===== src/rtl/enq_pkt_desc_deq.sv =====
// Dequeue stage for the enqueue packet-descriptor FIFO.
// Pops descriptors from a FIFO with a one-cycle registered read latency,
// lands them in a 4-entry flop buffer and presents the buffer head to the
// downstream scheduler on a valid/ready interface at full throughput.
// Also counts captured descriptors (silent wrap) for diagnostics.
module enq_pkt_desc_deq #(
  parameter int CNT_NBITS = 32,
  parameter int DATA_W    = 64
) (
  input  logic                 clk,
  input  logic                 rst,
  input  logic                 deq_en,
  input  logic                 fifo_empty,
  input  logic [DATA_W-1:0]    fifo_dout,
  output logic                 fifo_rd,
  output logic                 desc_valid,
  output logic [DATA_W-1:0]    desc,
  input  logic                 desc_ready,
  output logic [2:0]           buf_count,
  output logic [CNT_NBITS-1:0] deq_count
);

  localparam logic [CNT_NBITS-1:0] CNT_ONE = {{(CNT_NBITS-1){1'b0}}, 1'b1};

  logic [DATA_W-1:0]    r_buf [4];
  logic [1:0]           r_wptr;
  logic [1:0]           r_rptr;
  logic [2:0]           r_buf_count;
  logic                 r_pend;
  logic [CNT_NBITS-1:0] r_deq_count;

  logic [3:0]           w_fill;
  logic                 w_pop;
  logic [2:0]           w_buf_count_nxt;

  // Space check counts the pop already in flight; a same-cycle drain from
  // the buffer is deliberately ignored so fifo_rd never sees desc_ready.
  assign w_fill     = {1'b0, r_buf_count} + {3'b000, r_pend};
  assign fifo_rd    = ~rst & deq_en & ~fifo_empty & (w_fill < 4'd4);

  assign desc_valid = (r_buf_count != 3'd0);
  assign desc       = r_buf[r_rptr];
  assign w_pop      = desc_valid & desc_ready;

  assign buf_count  = r_buf_count;
  assign deq_count  = r_deq_count;

  // Next occupancy: +1 on capture, -1 on handshake, unchanged for both.
  always_comb begin
    w_buf_count_nxt = r_buf_count;
    unique case ({r_pend, w_pop})
      2'b10:   w_buf_count_nxt = r_buf_count + 3'd1;
      2'b01:   w_buf_count_nxt = r_buf_count - 3'd1;
      default: w_buf_count_nxt = r_buf_count;
    endcase
  end

  // Control state: in-flight pop flag, ring pointers, occupancy, counter.
  always_ff @(posedge clk or posedge rst) begin
    if (rst) begin
      r_pend      <= 1'b0;
      r_wptr      <= 2'd0;
      r_rptr      <= 2'd0;
      r_buf_count <= 3'd0;
      r_deq_count <= '0;
    end else begin
      r_pend      <= fifo_rd;
      r_buf_count <= w_buf_count_nxt;
      if (r_pend) begin
        r_wptr      <= r_wptr + 2'd1;
        r_deq_count <= r_deq_count + CNT_ONE;
      end
      if (w_pop) begin
        r_rptr <= r_rptr + 2'd1;
      end
    end
  end

  // Descriptor storage: capture FIFO read data the cycle after the pop.
  always_ff @(posedge clk) begin
    if (r_pend) begin
      r_buf[r_wptr] <= fifo_dout;
    end
  end

endmodule


===== config.mk =====
export PLATFORM = sky130hd
export DESIGN_NAME = enq_pkt_desc_deq
export DESIGN_NICKNAME = d
export VERILOG_FILES = /design/src/rtl/enq_pkt_desc_deq.sv
export SDC_FILE = /design/constraint.sdc
export NUM_CORES = 1
export LEC_CHECK = 0
export CAP_MARGIN = 5
export CORE_ASPECT_RATIO = 1.75
export CORE_UTILIZATION = 55
export DETAILED_ROUTE_END_ITERATION = 10
export PLACE_DENSITY = 0.86
export SYNTH_ARGS = -nofsm -noshare
export SYNTH_HDL_FRONTEND = slang
export SYNTH_SLANG_ARGS = --single-unit

===== constraint.sdc =====
create_clock -name clk -period 6 [get_ports clk]
set_input_delay 1.2 -clock clk [delete_from_list [all_inputs] [get_ports clk]]
set_output_delay 1.2 -clock clk [all_outputs]
set_load 0.01 [all_outputs]

==> flow_summary.toml, run 1 <==
[global_route]
grt.overflow.total = 0
grt_antenna_before_repair = 1
grt_usage_pct = 21.35
grt_first_pass_wirelength_um = 33050
grt_pass1_vias = 6075
grt_start_max_net_pins = 65

[worst_setup_path]
cp_max_fo = 51
criticalPathCategory = "register to output port"
cp_slowest_cell = "dfrtp_4"
critPathCaptureType = "output port"
max_stage_delay_ps = 1100
worstPathCellList = "buf_4 > mux4_2 > clkdlybuf4s50_1"
worstPathRequired_ps = 4800
critPathLaunchType = "register"
worstPathArrival_ps = 3220

[placed_design]
gp_congestion = 0.8620
dpl.hpwl_um = 13370
io_buffers = 169
dp_slack_ps = 1721

[final_layout]
mostFrequentLayoutCells = "256 x edfxtp_1, 169 x clkdlybuf4s50_1, 64 x mux4_2, 38 x dfrtp_1"
final_common_cell = "edfxtp_1"
utilization_pct = 70.78
final_nets = 762
area_growth_pct = 25.97
final_layout_size_suffix_gt1_share_pct = 17.16

[route]
dr.pass1.iters = 5
wl_um = 21390
post_drt_via_cell_ratio = 5.741
drt-wirelength-per-cell_um = 22.50
drtIter0Drc = 227
num_vias = 5460
drcViolationCount = 0
antenna_left = 0

[cts]
cts_sinks = 296
ctsHoldBuffers = 0
cts-root-buf = "clkbuf_16"
clk_pin_slew_ps = 70
cts_setup_buffers = 0
htreeDepth = 1
cts_tree = "yes"
clkLatencyLatePin_ps = 510
clockBufferDepth = 3
cts_resized = 0
cts_buffers = 25

[sta]
worstMarginPinSlew_ps = 1058
max_freq_mhz = 226.2
hold_viol_final = 0
setup_viol = 0
setup_tns_ps = 0
rsz0062_at_grt = "no"
slew_viol_final = 0
fin_crit_sh_pct = 73.69
fin_crit_ps = 4421
clock_skew_ps = 8.931
slew_headroom_pct = 29.49
fin_ws_ps = 1579

[outcome]
status = "completed"

[pwr]
ir_drop_mv = 0.3207
p_seq_share_pct = 44.8
p_switching_w = 0.001431
p_sw_share_pct = 25.06
pwr-share-comb_pct = 24.6
cellLeakagePower_nw = 4.725
p_clk_share_pct = 30.6
fin_total_pwr_w = 0.005709
power_density_mw_per_mm2 = 408.7
p_int_w = 0.004279

[logic_synthesis]
synth_edf_count = 256
synth_cell_types = 27
synth-seq-area-share_pct = 78.34
async_flop_share_pct = 13.51
avgSynthCellArea_um2 = 22.05
synth.area.top_cells = "edfxtp_1 69%, mux4_2 13%, dfrtp_1 9.0%, xnor2_1 2.1%, xor2_1 0.87%"
syn_nets = 579
synth_top_area_share_pct = 69.31
yosys_most_used_dff = "edfxtp_1"
syn_area_mm2 = 0.01109
synthCells = 503
ys_warn_count = 0
synth.largest_area_cell = "edfxtp_1"
synth-seq-cells = 296

[die]
num_rows = 68
fp.dieW_um = 109.3
die_h_um = 189.9
dieArea_mm2 = 0.02076
start_util_pct = 56.19
pin_count = 170
design.core.area_mm2 = 0.01974

[worst_hold_path]
hold_path_class = "register to register"

[job]
maxCapViolations = 0
==> layout make-up <==
type / instances / area, um^2
antenna: 1 / 2.502
clock buffer: 31 / 699.4
clock inverter: 15 / 210.2
fill: 1192 / 5768
inverter: 8 / 30.03
multi-input combinational: 183 / 2315
sequential: 296 / 8693
tap: 245 / 306.5
timing repair buffer: 172 / 1714
==> registers in the layout, summed over array words and instances, names as in the netlist <==
| register | count |
|---|---|
| r_buf | 256 |
| deq_count | 32 |
| buf_count | 3 |
| r_rptr | 2 |
| r_wptr | 2 |
| r_pend | 1 |
==> final timing paths <==
| kind | startpoint | to | slack (ps) | cells past startpoint |
|---|---|---|---|---|
| setup / recovery | r_rptr[0] | desc[39] | 1580 | 3 |
| max in group asynchronous | rst | r_rptr[0] | 4440 | 3 |
| setup reg to reg | r_pend | deq_count[30] | 3800 | 4 |
| hold reg to reg | deq_count[31] | deq_count[31] | 490 | 1 |
| hold / removal | deq_count[31] | deq_count[31] | 490 | 1 |
| min in group asynchronous | rst | r_wptr[0] | 1170 | 3 |
==> power groups by stage <==
stage	clock network, W	logic (W)	registers, W
after floorplan	0	0.000858	0.00244
after detailed placement	0	0.00141	0.00262
after CTS	0.00177	0.00143	0.00257
after global placement	0	0.00139	0.00260
final	0.00175	0.00140	0.00256
after global routing	0.00185	0.00149	0.00259
==> worst max-delay path: cells and delay by family, from the launching register on <==
kind | cells | cell delay (ps)
flops | 1 | 1100
mux | 1 | 600
buf+inv | 2 | 960
==> metal layers <==
metal  share of wire [%]  track usage, %  vias up
li1                    -               -     2414
met1                  36           24.62     2822
met3                 5.6           3.803       34
met4                 2.1           6.718        0
met5                   0               0        -
met2                  56           39.50      190
==> Yosys cell counts, types with 2 or more instances <==
cell type  instances
xnor2_1           26
and3_1             7
ha_1               6
nand3_1           15
and2_1             6
nor4_4             2
dfrtp_1           40
edfxtp_1         256
clkbuf_1           7
xor2_1            11
nand4_1           12
nand2_1           12
inv_1              8
mux4_2            64
nor4_1             4
buf_1              3
nor2_1             9
buf_2              6
==> kinds of logic after synthesis <==
| logic type | count (synthesis) | synth area share [%] |
|---|---|---|
| compound gates | 2 | 0.1015 |
| flops | 296 | 78.34 |
| simple gates | 71 | 3.712 |
| buf+inv | 24 | 0.8800 |
| mux | 66 | 13.19 |
| xor+xnor | 37 | 2.922 |
| fa+ha+maj | 7 | 0.8574 |
==> through the flow <==
step / area, um^2 / hold WS, ps / cells
after floorplan: 11090 / 491.5 / 503
after global placement: 13060 / 465.5 / 904
after detailed placement: 13060 / 470.7 / 904
after CTS: 13970 / 490.7 / 950
after global routing: 13970 / 520.6 / 951
final: 13970 / 489.0 / 951
(Power assumes the default switching activity.)
==> inputs of run 2 (changes only) <==
--- a/config.mk
+++ b/config.mk
@@ -7,9 +7,9 @@
 export LEC_CHECK = 0
 export CAP_MARGIN = 5
 export CORE_ASPECT_RATIO = 1.75
-export CORE_UTILIZATION = 55
+export CORE_UTILIZATION = 48
 export DETAILED_ROUTE_END_ITERATION = 10
-export PLACE_DENSITY = 0.86
+export PLACE_DENSITY = 0.8
 export SYNTH_ARGS = -nofsm -noshare
 export SYNTH_HDL_FRONTEND = slang
 export SYNTH_SLANG_ARGS = --single-unit
==> constraint.sdc (replaced) <==
create_clock -name clk -period 3.6 [get_ports clk]
set_input_delay 0.72 -clock clk [delete_from_list [all_inputs] [get_ports clk]]
set_output_delay 0.72 -clock clk [all_outputs]
set_load 0.01 [all_outputs]
==> flow_summary.toml, run 2 (synthesis gave the netlist of run 1 again) <==
[worst_setup_path]
startpoint = "r_rptr[1]"
max_stage_delay_ps = 1090
critPathCaptureType = "output port"
criticalPathCategory = "register to output port"
worstPathArrival_ps = 2620
r2r_slack_ps = 1430
cp_slowest_cell = "dfrtp_4"
worstPathRequired_ps = 2880
reg2regPathDepth = 4
reg2reg_from = "r_pend"
cp_max_fo = 65
setup.worst_path.end = "desc[46]"
critPathLaunchType = "register"
worstPathCellList = "mux4_2 > clkdlybuf4s50_1"
r2r_end = "deq_count[28]"

[global_route]
grt_usage_pct = 18.48
grt_start_max_net_pins = 66
grt_first_pass_wirelength_um = 32530
grt_antenna_before_repair = 2
grt_pass1_vias = 6036
grt.overflow.total = 0

[die]
fp.dieW_um = 116.9
design.core.area_mm2 = 0.02265
num_rows = 73
dieArea_mm2 = 0.02374
start_util_pct = 48.96
die_h_um = 203.1
pin_count = 170

[route]
wl_um = 21540
dr.pass1.iters = 4
drt-wirelength-per-cell_um = 21.39
drcViolationCount = 0
antenna_left = 0
wl_met1_um = 7653
met3_length_um = 1295
route.met2.wl_um = 11920
post_drt_via_cell_ratio = 5.426
drtIter0Drc = 362
num_vias = 5464
highest_layer = "met4"

[cts]
clk_pin_slew_ps = 70
cts_buffers = 25
cts_setup_buffers = 0
ctsHoldBuffers = 0
cts-root-buf = "clkbuf_16"
htreeDepth = 1
cts_resized = 0
clockBufferDepth = 3
clkLatencyLatePin_ps = 530
cts_sinks = 296
cts_tree = "yes"

[final_layout]
final_cells = 1007
mostFrequentLayoutCells = "256 x edfxtp_1, 169 x clkdlybuf4s50_1, 64 x mux4_2, 38 x dfrtp_1, 26 x xnor2_1"
final_nets = 762
top_register = "r_buf"
largest_reg_flops = 256
area_growth_pct = 25.87
utilization_pct = 61.63
final_common_cell = "edfxtp_1"
final_layout_size_suffix_gt1_share_pct = 16.17

[pwr]
p_clk_share_pct = 28.3
ir_drop_mv = 0.4266
pwr-share-comb_pct = 26.6
p_seq_share_pct = 45.1
p_sw_share_pct = 25.40
power_density_mw_per_mm2 = 662.9
fin_total_pwr_w = 0.009253
cellLeakagePower_nw = 4.678
p_switching_w = 0.002351
p_int_w = 0.006903

[sta]
rsz0062_at_grt = "no"
slew_headroom_pct = 32.13
fin_crit_ps = 3335
clock_skew_ps = 12.25
setup_viol = 0
worstMarginPinSlew_ps = 1018
max_freq_mhz = 299.8
setup_tns_ps = 0
hold_viol_final = 0
slew_viol_final = 0
whs_ps = 497.2
fin_crit_sh_pct = 92.64

[job]
maxCapViolations = 0

[worst_hold_path]
hold_path_class = "register to register"
holdPathStages = 1

[placed_design]
gp_congestion = 0.8047
io_buffers = 169
dpl.hpwl_um = 13030
dpl.cell_count = 959

[outcome]
status = "completed"
[run 2: cell count changes in the layout (fill, tap and decap cells not counted), moves of 2 or more]
cell and change:
clkbuf_8 +3, buf_4 -2, clkinv_2 -2, clkbuf_1 +7, buf_12 +2, bufinv_16 -4
[run 2: final cells by class]
class	instances	area [um^2]
Fill cell	1633	8692
Tap cell	300	375.4
Antenna cell	2	5.005
Timing Repair Buffer	172	1739
Clock inverter	6	57.56
Clock buffer	40	742.0
Inverter	8	30.03
Sequential cell	296	8696
Multi-Input combinational cell	183	2315
[run 2: stage by stage]
stage	area (um^2)	setup slack, ps
floorplan	11090	862.0
global route	13960	173.2
finish	13960	264.8
global placement	13160	816.2
CTS	13950	209.1
detailed placement	13160	781.7
[run 2: power groups by stage]
stage          logic, W  clock network (W)  registers, W
3_3_place_gp    0.00246                  0       0.00423
2_1_floorplan   0.00143                  0       0.00407
3_5_place_dp    0.00250                  0       0.00425
6_report        0.00246            0.00262       0.00417
5_1_grt         0.00264            0.00280       0.00420
4_1_cts         0.00251            0.00269       0.00418
[run 2: worst min path at each step]
stage / from / to / slack [ps]
2_1_floorplan: r_wptr[0] / r_wptr[0] / 490
3_3_place_gp: deq_count[31] / deq_count[31] / 470
3_5_place_dp: deq_count[31] / deq_count[31] / 480
4_1_cts: deq_count[30] / deq_count[30] / 500
5_1_grt: deq_count[31] / deq_count[31] / 510
6_report: deq_count[30] / deq_count[30] / 500
[run 2: routing by layer]
layer	up-vias	GRT usage, %
li1	2407	-
met2	188	33.69
met1	2828	20.35
met4	0	8.499
met3	41	3.463
met5	-	0
[run 2: critical path: cells and delay by family (launching register included)]
kind | cells | cell delay (ps)
flip-flops | 1 | 1090
buffers and inverters | 1 | 510
multiplexers | 1 | 460
==> inputs of run 3 (changes only) <==
==> constraint.sdc (replaced) <==
create_clock -name clk -period 2.75 [get_ports clk]
set_input_delay 0.55 -clock clk [delete_from_list [all_inputs] [get_ports clk]]
set_output_delay 0.55 -clock clk [all_outputs]
set_load 0.01 [all_outputs]
==> flow_summary.toml, run 3 (synthesis gave the netlist of run 1 again) <==
[pwr]
cellLeakagePower_nw = 4.953
fin_total_pwr_w = 0.01240
ir_drop_mv = 0.5092
power_density_mw_per_mm2 = 867.6

[global_route]
grt_antenna_before_repair = 1
grt_pass1_vias = 6261
grt_usage_pct = 19.43
grt_start_max_net_pins = 42
grt.overflow.total = 0
grt_first_pass_wirelength_um = 33890

[cts]
ctsHoldBuffers = 0
clkLatencyLatePin_ps = 540
clockBufferDepth = 3
cts_tree = "yes"
htreeDepth = 1
cts_sinks = 296
cts_buffers = 26
clk_pin_slew_ps = 60
cts-root-buf = "clkbuf_16"

[die]
pin_count = 170
num_rows = 73
die_h_um = 203.1
start_util_pct = 48.96
dieArea_mm2 = 0.02374
fp.dieW_um = 116.9
design.core.area_mm2 = 0.02265

[route]
drcViolationCount = 0
antenna_left = 0
num_vias = 5638
drt-wirelength-per-cell_um = 21.63
dr.pass1.iters = 5
post_drt_via_cell_ratio = 5.442
wl_um = 22410
drtIter0Drc = 322

[outcome]
status = "completed"

[sta]
worstMarginPinSlew_ps = 649.8
clock_skew_ps = 12.18
hold_viol_final = 0
fin_crit_ps = 2699
setup_viol = 0
slew_headroom_pct = 56.52
fin_crit_sh_pct = 98.16
setup_tns_ps = 0
max_freq_mhz = 370.5
slew_viol_final = 0

[worst_setup_path]
cp_max_fo = 12
r2r_slack_ps = 580
worstPathArrival_ps = 2150
r2r_end = "deq_count[30]"
reg2regPathDepth = 4
critPathLaunchType = "register"
worstPathRequired_ps = 2200
critPathCaptureType = "output port"
reg2reg_from = "r_pend"
criticalPathCategory = "register to output port"

[final_layout]
mostFrequentLayoutCells = "256 x edfxtp_1, 105 x clkdlybuf4s50_1, 64 x mux4_2, 48 x dlygate4sd2_1, 38 x dfrtp_1"
area_growth_pct = 28.89
largest_reg_flops = 256
final_common_cell = "edfxtp_1"
final_layout_size_suffix_gt1_share_pct = 20.82
top_register = "r_buf"
final_nets = 792

[job]
maxCapViolations = 0

[placed_design]
gp_congestion = 0.7965
io_buffers = 169
dpl.hpwl_um = 13880

[worst_hold_path]
hold_path_class = "input pin to asynchronous set/reset pin"
run 3: per-layer routing:
| metal | part of all wire [%] | up-vias | global-route usage, % | wire length (um) |
|---|---|---|---|---|
| li1 | - | 2481 | - | - |
| met1 | 35 | 2924 | 21.21 | 7773 |
| met2 | 57 | 192 | 36.09 | 12670 |
| met3 | 5.8 | 41 | 3.522 | 1294 |
| met4 | 3.0 | 0 | 8.047 | 671 |
| met5 | 0 | - | 0 | 0 |
run 3: layout make-up:
cell class              count  area [um^2]
diodes                      1        2.502
flip-flops and latches    296         8696
fillers                  1611         8357
multi-input cells         183         2315
well taps                 300        375.4
clock buffers              28        658.1
clock inverters            19        168.9
inverters                   8        30.03
repair buffers            201         2049
run 3: timing repair:
item / 4_1_cts / 5_1_grt
setup buffers: 12 / 8
endpoints found under the hold margin: 0 / 0
resized for setup: 105 / 2
setup endpoints to repair: 64 / 15
gates cloned: 2 / 0
run 3: worst max-delay path, stage by stage (launching register included):
cell and delay (ps):
dfrtp_4 550, buf_16 180, buf_4 140, mux4_2 430, dlygate4sd2_1 300
run 3: where the power goes:
group	internal, W	switching (W)	leakage, nW
Combinational	0.00206	0.00154	1.72
Sequential	0.00512	0.000176	2.84
Clock	0.00193	0.00158	0.392
Total	0.00911	0.00329	4.95
run 3: how the worst max path moves through the flow:
stage,from,to,slack (ps),cells after the start
finish,r_rptr[0],desc[11],50,4
global route,r_rptr[0],desc[58],-2,4
CTS,r_rptr[0],desc[9],-30,6
detailed placement,fifo_empty,fifo_rd,330,5
global placement,fifo_empty,fifo_rd,300,5
floorplan,r_pend,r_buf[0][0],70,2
run 3: per-stage QoR:
step	area [um^2]	cells	hold WS, ps	utilization (%)	worst slack, ps
finish	14300	1036	471.0	63.11	50.66
global route	14300	1036	514.5	63.11	-1.719
CTS	14240	1028	469.5	62.86	-31.10
detailed placement	13300	967	476.5	58.73	329.1
global placement	13300	967	464.1	58.73	301.5
floorplan	11090	503	491.5	-	66.58
